`src/rtl/imem_loader_pkg.sv`:
```
// Shared types and constants for the boot-time instruction memory loader.
package imem_loader_pkg;

    typedef enum logic [2:0] {
        StIdle,
        StLen0,
        StLen1,
        StData,
        StCsum,
        StDone,
        StErr
    } state_e;

    localparam logic [7:0]  MagicDefault = 8'hA5;
    localparam int unsigned LenW         = 16;

endpackage

```
`src/rtl/imem_word_packer.sv`:
```
// Assembles little-endian 32-bit words from a byte stream and keeps a running XOR.
module imem_word_packer (
    input  logic        clk,
    input  logic        rst_n,
    input  logic        clear,
    input  logic        byte_valid,
    input  logic [7:0]  byte_data,
    output logic        word_valid,
    output logic [31:0] word,
    output logic [7:0]  csum
);

    logic [1:0]  lane_q;
    logic [23:0] shift_q;
    logic [7:0]  csum_q;

    // Combinational pulse on the 4th byte; the loader registers the write.
    assign word_valid = byte_valid && (lane_q == 2'd3);
    assign word       = {byte_data, shift_q};
    assign csum       = csum_q;

    always_ff @(posedge clk or negedge rst_n) begin
        if (!rst_n) begin
            lane_q  <= 2'd0;
            shift_q <= 24'd0;
            csum_q  <= 8'd0;
        end else if (clear) begin
            lane_q  <= 2'd0;
            csum_q  <= 8'd0;
        end else if (byte_valid) begin
            lane_q  <= lane_q + 2'd1;
            shift_q <= {byte_data, shift_q[23:8]};
            csum_q  <= csum_q ^ byte_data;
        end
    end

endmodule

```
`src/rtl/imem_loader.sv`:
```
// Loads a framed, XOR-checked image into instruction RAM and holds the core in reset meanwhile.
module imem_loader
    import imem_loader_pkg::*;
#(
    parameter int unsigned ADDR_W    = 10,
    parameter logic [31:0] BASE_ADDR = 32'h0000_0000,
    parameter logic [7:0]  MAGIC     = MagicDefault
) (
    input  logic            clk,
    input  logic            rst_n,
    input  logic [7:0]      in_data,
    input  logic            in_valid,
    output logic            in_ready,
    input  logic            reload,
    output logic            imem_we,
    output logic [31:0]     imem_waddr,
    output logic [31:0]     imem_wdata,
    output logic            core_rst,
    output logic            done,
    output logic            err,
    output logic [LenW-1:0] words_loaded
);

    state_e          state_q;
    logic [7:0]      len_lo_q;
    logic [LenW-1:0] len_q;

    logic            fire;
    logic [LenW-1:0] len_next;
    logic            len_too_big;
    logic            last_word;
    logic            pk_word_valid;
    logic [31:0]     pk_word;
    logic [7:0]      pk_csum;

    assign fire        = in_valid && in_ready;
    assign len_next    = {in_data, len_lo_q};
    assign len_too_big = 32'(len_next) > (32'd1 << ADDR_W);
    assign last_word   = (words_loaded + 16'd1) == len_q;

    imem_word_packer u_packer (
        .clk        (clk),
        .rst_n      (rst_n),
        .clear      (fire && (state_q == StLen1)),
        .byte_valid (fire && (state_q == StData)),
        .byte_data  (in_data),
        .word_valid (pk_word_valid),
        .word       (pk_word),
        .csum       (pk_csum)
    );

    always_ff @(posedge clk or negedge rst_n) begin
        if (!rst_n) begin
            state_q      <= StIdle;
            len_lo_q     <= 8'd0;
            len_q        <= '0;
            in_ready     <= 1'b0;
            imem_we      <= 1'b0;
            imem_waddr   <= BASE_ADDR;
            imem_wdata   <= 32'd0;
            core_rst     <= 1'b1;
            done         <= 1'b0;
            err          <= 1'b0;
            words_loaded <= '0;
        end else begin
            imem_we <= 1'b0;
            if (pk_word_valid) begin
                imem_we      <= 1'b1;
                imem_waddr   <= BASE_ADDR + (32'(words_loaded) << 2);
                imem_wdata   <= pk_word;
                words_loaded <= words_loaded + 16'd1;
            end
            unique case (state_q)
                StIdle: begin
                    in_ready <= 1'b1;
                    if (fire && (in_data == MAGIC)) state_q <= StLen0;
                end
                StLen0: begin
                    if (fire) begin
                        len_lo_q <= in_data;
                        state_q  <= StLen1;
                    end
                end
                StLen1: begin
                    if (fire) begin
                        len_q        <= len_next;
                        words_loaded <= '0;
                        if (len_too_big) begin
                            state_q  <= StErr;
                            err      <= 1'b1;
                            in_ready <= 1'b0;
                        end else if (len_next == '0) begin
                            state_q <= StCsum;
                        end else begin
                            state_q <= StData;
                        end
                    end
                end
                StData: begin
                    if (pk_word_valid && last_word) state_q <= StCsum;
                end
                StCsum: begin
                    if (fire) begin
                        in_ready <= 1'b0;
                        if (in_data == pk_csum) begin
                            state_q  <= StDone;
                            done     <= 1'b1;
                            core_rst <= 1'b0;
                        end else begin
                            state_q <= StErr;
                            err     <= 1'b1;
                        end
                    end
                end
                StDone, StErr: begin
                    if (reload) begin
                        state_q      <= StIdle;
                        in_ready     <= 1'b1;
                        core_rst     <= 1'b1;
                        done         <= 1'b0;
                        err          <= 1'b0;
                        words_loaded <= '0;
                    end
                end
                default: state_q <= StIdle;
            endcase
        end
    end

endmodule

```
`config.mk`:
```
export PLATFORM = sky130hd
export DESIGN_NAME = imem_loader
export DESIGN_NICKNAME = d
export VERILOG_FILES = /design/src/rtl/imem_loader_pkg.sv /design/src/rtl/imem_word_packer.sv /design/src/rtl/imem_loader.sv
export SDC_FILE = /design/constraint.sdc
export NUM_CORES = 1
export LEC_CHECK = 0
export CORE_AREA = 2 2 121 123
export CTS_CLUSTER_SIZE = 25
export DETAILED_ROUTE_END_ITERATION = 12
export DIE_AREA = 0 0 123 125
export DONT_BUFFER_PORTS = 1
export SETUP_SLACK_MARGIN = 0.3
export SYNTH_ARGS = -nofsm -noshare
export SYNTH_HDL_FRONTEND = slang
export SYNTH_SLANG_ARGS = --single-unit
```
`constraint.sdc`:
```
create_clock -name clk -period 3.4 [get_ports clk]
set_input_delay 0.51 -clock clk [delete_from_list [all_inputs] [get_ports clk]]
set_output_delay 0.51 -clock clk [all_outputs]
set_load 0.01 [all_outputs]
```
Word level (Yosys, flattened, before mapping)
Cells that the tools add are included.
- bits in registers: 130
- output and inout port bits: 85
- input port bits: 12
- word-level logic and storage cells: 94
- add/sub/neg operators: 2
- bitwise gates (word level): 2
- reductions and logical operators: 20
- mux-type cells: 36
- $lt $le $gt $ge: 1
- eq/ne operators: 19
- operator list (kind ; count):
    2-to-1 mux 16 bit ; 3
    case mux 16 bit (2 select lines) ; 1
    2-to-1 mux 3 bit ; 8
    case mux 3 bit (6 select lines) ; 1
    adder 16 x 1 -> 16 bit, second input constant ; 1
    == test 16 bit ; 1
    greater-than comparator 16 x 11 -> 1 bit, second input constant ; 1
    zero test 16 bit ; 1
    2-to-1 mux 8 bit ; 2
    != test 2 bit, second input constant ; 8
    2-to-1 mux 1 bit ; 14
    AND reduction 6 bit ; 2
    == test 3 bit, second input constant ; 3
    == test 8 bit ; 1
    == test 8 bit, second input constant ; 1
    bitwise XOR 8 bit ; 1
    == test 3 x 2 -> 1 bit, second input constant ; 2
    logical AND 1 bit ; 6
    2-to-1 mux 2 bit ; 3
    AND reduction 2 bit ; 3
    AND reduction 5 bit ; 1
    case mux 1 bit (2 select lines) ; 2
    case mux 1 bit (4 select lines) ; 1
    AND reduction 4 bit ; 1
    11 further kinds ; 12

Logic depth before layout (Yosys ltp)
- depth after elaboration: 6
- depth in mapped cells: 8
- depth with buffers taken out: 7

Modules after synthesis
Synthesis repeated with hierarchy kept, for this count alone.
- cells, all modules: 514
- area, all modules: 6291.0 µm²
- modules (own cells, without submodules) (module ; times used ; seq. area each (µm²) ; cells each ; area each (µm²)):
    imem_loader ; 1 ; 2403.6 ; 411 ; 4745.8
    imem_word_packer ; 1 ; 850.8 ; 103 ; 1545.2

Worst setup path before layout
OpenSTA, ideal clock, no wires.
- path kind: register to register
- from: register words_loaded[0]
- to: register state_q[2]
- library setup time: 69 ps
- path buffers: 0
- arrival: 2138 ps
- cell stages (with the launch flop): 8
- clock period less this slack: 2207 ps
- required time: 3331 ps
- slack: 1193 ps
- cell sequence: dfrtp_1 ha_1 nand3_2 or4_1 a21oi_1 nand4b_1 nor4_2 nand3b_1
- longest elaborated chain between the ends: 5
- RTL lines (what ; line ; source):
    from (decl) ; imem_loader.sv:21 ; output logic [LenW-1:0] words_loaded
    from (signal assigned) ; imem_loader.sv:71 ; words_loaded <= words_loaded + 16'd1;
    adder 16 x 1 -> 16 bit ; imem_loader.sv:39 ; assign last_word = (words_loaded + 16'd1) == len_q;
    == test 16 bit ; imem_loader.sv:39 ;
    logical AND 1 bit ; imem_loader.sv:100 ; if (pk_word_valid && last_word) state_q <= StCsum;
    != test 2 x 1 -> 1 bit (no source line) ; -- ;
    AND reduction 6 bit (no source line) ; -- ;
    to (signal assigned) ; imem_loader.sv:100 ;
    to (signal assigned) ; imem_loader.sv:106 ; state_q <= StDone;
    to (signal assigned) ; imem_loader.sv:110 ; state_q <= StErr;
    to (decl) ; imem_loader.sv:24 ; state_e state_q;
Every way passes these cells.
A chain may end at the register's enable or synchronous reset.

Final worst setup path
Ends and elaborated chain as after synthesis.

==> results.sh <==
export IMPL_fin_ws_ns=0.635
export IMPL_fmax_ghz=0.362
export IMPL_tns_ns=0
export IMPL_antenna_found_initial=0
export IMPL_placedCellCount=775
export IMPL_fin_skew_ns=0.0102
export IMPL_drt_pass1_iterations=4
export IMPL_avgSynthCellArea_um2=10.0
export IMPL_cpMaxStageDelayCell="dfrtp_1"
export IMPL_ys_warn_count=0
export IMPL_drc=0
export IMPL_cts_resized=0
export IMPL_grt_use_total_pct=18.7
export IMPL_die_h_um=125
export IMPL_cts_sinks=130
export IMPL_muxShareOfSynthArea_pct=9.16
export IMPL_synth_top_family_by_area="simple AND/OR/NAND/NOR gates"
export IMPL_first_global_vias=4212
export IMPL_ys_ff_latch=130
export IMPL_met2_usage_pct=27.4
export IMPL_ys_seq_area_share_pct=52.2
export IMPL_drive_gt1_share_pct=16.2
export IMPL_synth_largest_area_cell="dfrtp_1"
export IMPL_initial_core_util_pct=43.9
export IMPL_dp_hpwl_mm=9.15
export IMPL_hold_violations=129
export IMPL_cts_tree="built"
export IMPL_ys_dominant_reg_cell="dfrtp_1"
export IMPL_rsz0062_at_grt="no"
export IMPL_fin_crit_ns=2.76
export IMPL_stdcell_count=807
export IMPL_synth_compound_area_share_pct=9.48
export IMPL_synthAdderAreaFrac_pct=0.401
export IMPL_antenna_cells=0
export IMPL_h_tree_depth=4
export IMPL_grt_use_met1_pct=25.7
export IMPL_finalSetupViolations=0
export IMPL_cts_root_buf="clkbuf_16"
export IMPL_numCtsBuffers=17
export IMPL_p_leak_nw=3.29
export IMPL_cp_max_fo=9
export IMPL_tightest_slew_ns=0.677
export IMPL_die_w_um=123
export IMPL_fillers=1299
export IMPL_end_kind="flop"
export IMPL_vias=4375
export IMPL_ant_nets=0
export IMPL_synthXorXnorAreaFrac_pct=3.17
export IMPL_synth_top_area_share_pct=51.7
export IMPL_arrival_ns=3.12
export IMPL_viasPerCell=5.42
export IMPL_critical_path_class="reg2reg"
export IMPL_hold_slack_ns=-0.212
export IMPL_synthCells=624
export IMPL_overflow=0
export IMPL_outcome="finished, violations left"
export IMPL_num_rows=44
export IMPL_cts_setup_buffers=0
export IMPL_wire_per_inst_um=17.0
export IMPL_io_buffers=0
export IMPL_ys_types=58
export IMPL_synth_most_common_cell="nand2_1"
export IMPL_synth_simple_area_share_pct=19.9
export IMPL_die_area_mm2=0.0154
export IMPL_ys_async_sr_fraction_pct=100
export IMPL_clock_latency_ns=0.42
export IMPL_synth_area_leaders="dfrtp_1 (52%), nand2_1 (10%), mux2_2 (8.8%), o21ai_0 (3.2%), buf_4 (1.9%)"
export IMPL_syn_to_final_growth_pct=10.6
export IMPL_violations="negative hold slack"
export IMPL_drt_wl_total_mm=13.7
export IMPL_slew_headroom_pct=54.8
export IMPL_power_density_mw_per_mm2=751
export IMPL_gp_congestion=0.847
export IMPL_crit_chain="ha_1 -> nand3_2 -> or4_1 -> a21oi_1 -> nand4b_1 -> nor4_2 -> nand3b_1"
export IMPL_nets=624
export IMPL_grt_most_used_layer="met2"
export IMPL_multiInputGateArea_mm2=0.00269
export IMPL_synth_edf_count=0
export IMPL_grt_max_degree=131
export IMPL_period_share_pct=81.3
export IMPL_syn_area_mm2=0.00624
export IMPL_seqCellArea_mm2=0.00325
export IMPL_clk_pin_slew_worst_paths_ns=0.06
export IMPL_cts_buffer_depth=2
export IMPL_drtIter0Drc=281
export IMPL_worstPathRequired_ns=3.75
export IMPL_grt_pass1_wl_mm=22.4
export IMPL_pin_count=97
export IMPL_pre_cts_ws_ns=0.685
export IMPL_drv_slew=0
export IMPL_yosys_top_cells_count="nand2_1 (174), dfrtp_1 (129), mux2_2 (49), o21ai_0 (40), nor2_1 (21)"
export IMPL_critical_path_startpoint_type="flop"
export IMPL_slowest_delay_ns=0.56
export IMPL_holdCritPathClass="in2async"
export IMPL_core_area_mm2=0.0142
export IMPL_power_total_mw=5.18
export IMPL_vdd_ir_drop_max_mv=0.381
export IMPL_final_core_util_pct=48.6
export IMPL_maxCapViolations=0
export IMPL_use_met3_pct=5.79
[stage by stage]
stage          instance area [µm²]  hold WS, ns
5_1_grt                       6900       -0.234
4_1_cts                       6900       -0.233
2_1_floorplan                 6300        0.214
3_5_place_dp                  6250        0.217
3_3_place_gp                  6250        0.218
6_report                      6900       -0.212
[worst paths after layout]
path | from | to | slack (ns) | cells past startpoint
worst min-delay path | rst_n | len_lo_q[4] | -0.21 | 0
worst min register to register | u_packer.shift_q[3] | imem_wdata[3] | 0.46 | 2
max in group asynchronous | rst_n | core_rst | 3.33 | 0
min in group clk | in_data[6] | imem_wdata[30] | 0.20 | 2
worst max-delay path | words_loaded[0] | state_q[2] | 0.64 | 7
worst max register to register | words_loaded[0] | state_q[2] | 0.64 | 7
[registers in the layout (all words and copies together), names as in the netlist]
signal,count
core_rst,1
done,1
err,1
imem_waddr,16
imem_wdata,32
imem_we,1
in_ready,1
len_lo_q,8
len_q,16
state_q,3
u_packer.csum,8
u_packer.lane_q,2
u_packer.shift_q,24
words_loaded,16
[power by group]
part	switching, mW	internal [mW]
combinational	0.473	0.529
sequential	0.321	1.90
clock	0.675	1.29
[cell type report]
type                            count  share of cell area (%)
Tap cell                          184                    3.34
Clock buffer                       20                    6.76
Inverter                            4                   0.218
Multi-Input combinational cell    450                    39.0
Timing Repair Buffer                7                   0.943
Sequential cell                   130                    47.2
Clock inverter                     12                    2.58
[worst max-delay path, delay by kind of cell (launching register included)]
kind | cells | cell delay, ns
AO/OA/AOI/OAI | 1 | 0.17
AND/OR/NAND/NOR | 5 | 1.60
flip-flops | 1 | 0.56
adder cells (fa/ha/maj) | 1 | 0.37
[cells in the final DEF, fill, tap and decap left out, drive strengths merged, types with 11 or more instances in the layout]
cell,instances
nand3,11
conb,16
xnor2,13
o21ai,40
nand2,174
clkbuf,20
a21oi,13
nor2,21
nand2b,18
mux2,49
dfrtp,129
[kinds of logic after synthesis]
group           after synthesis
other cells                   1
simple gates                267
fa+ha+maj                     2
mux                          51
xor+xnor                     21
flops                       130
compound gates               93
buf+inv                      59
[layer usage]
layer	part of all wire, %	up-vias
li1	-	2074
met2	46	106
met3	5.5	20
met4	1.9	0
met1	46	2175
met5	0	-
Note: power is estimated with default switching activity, not from simulation.
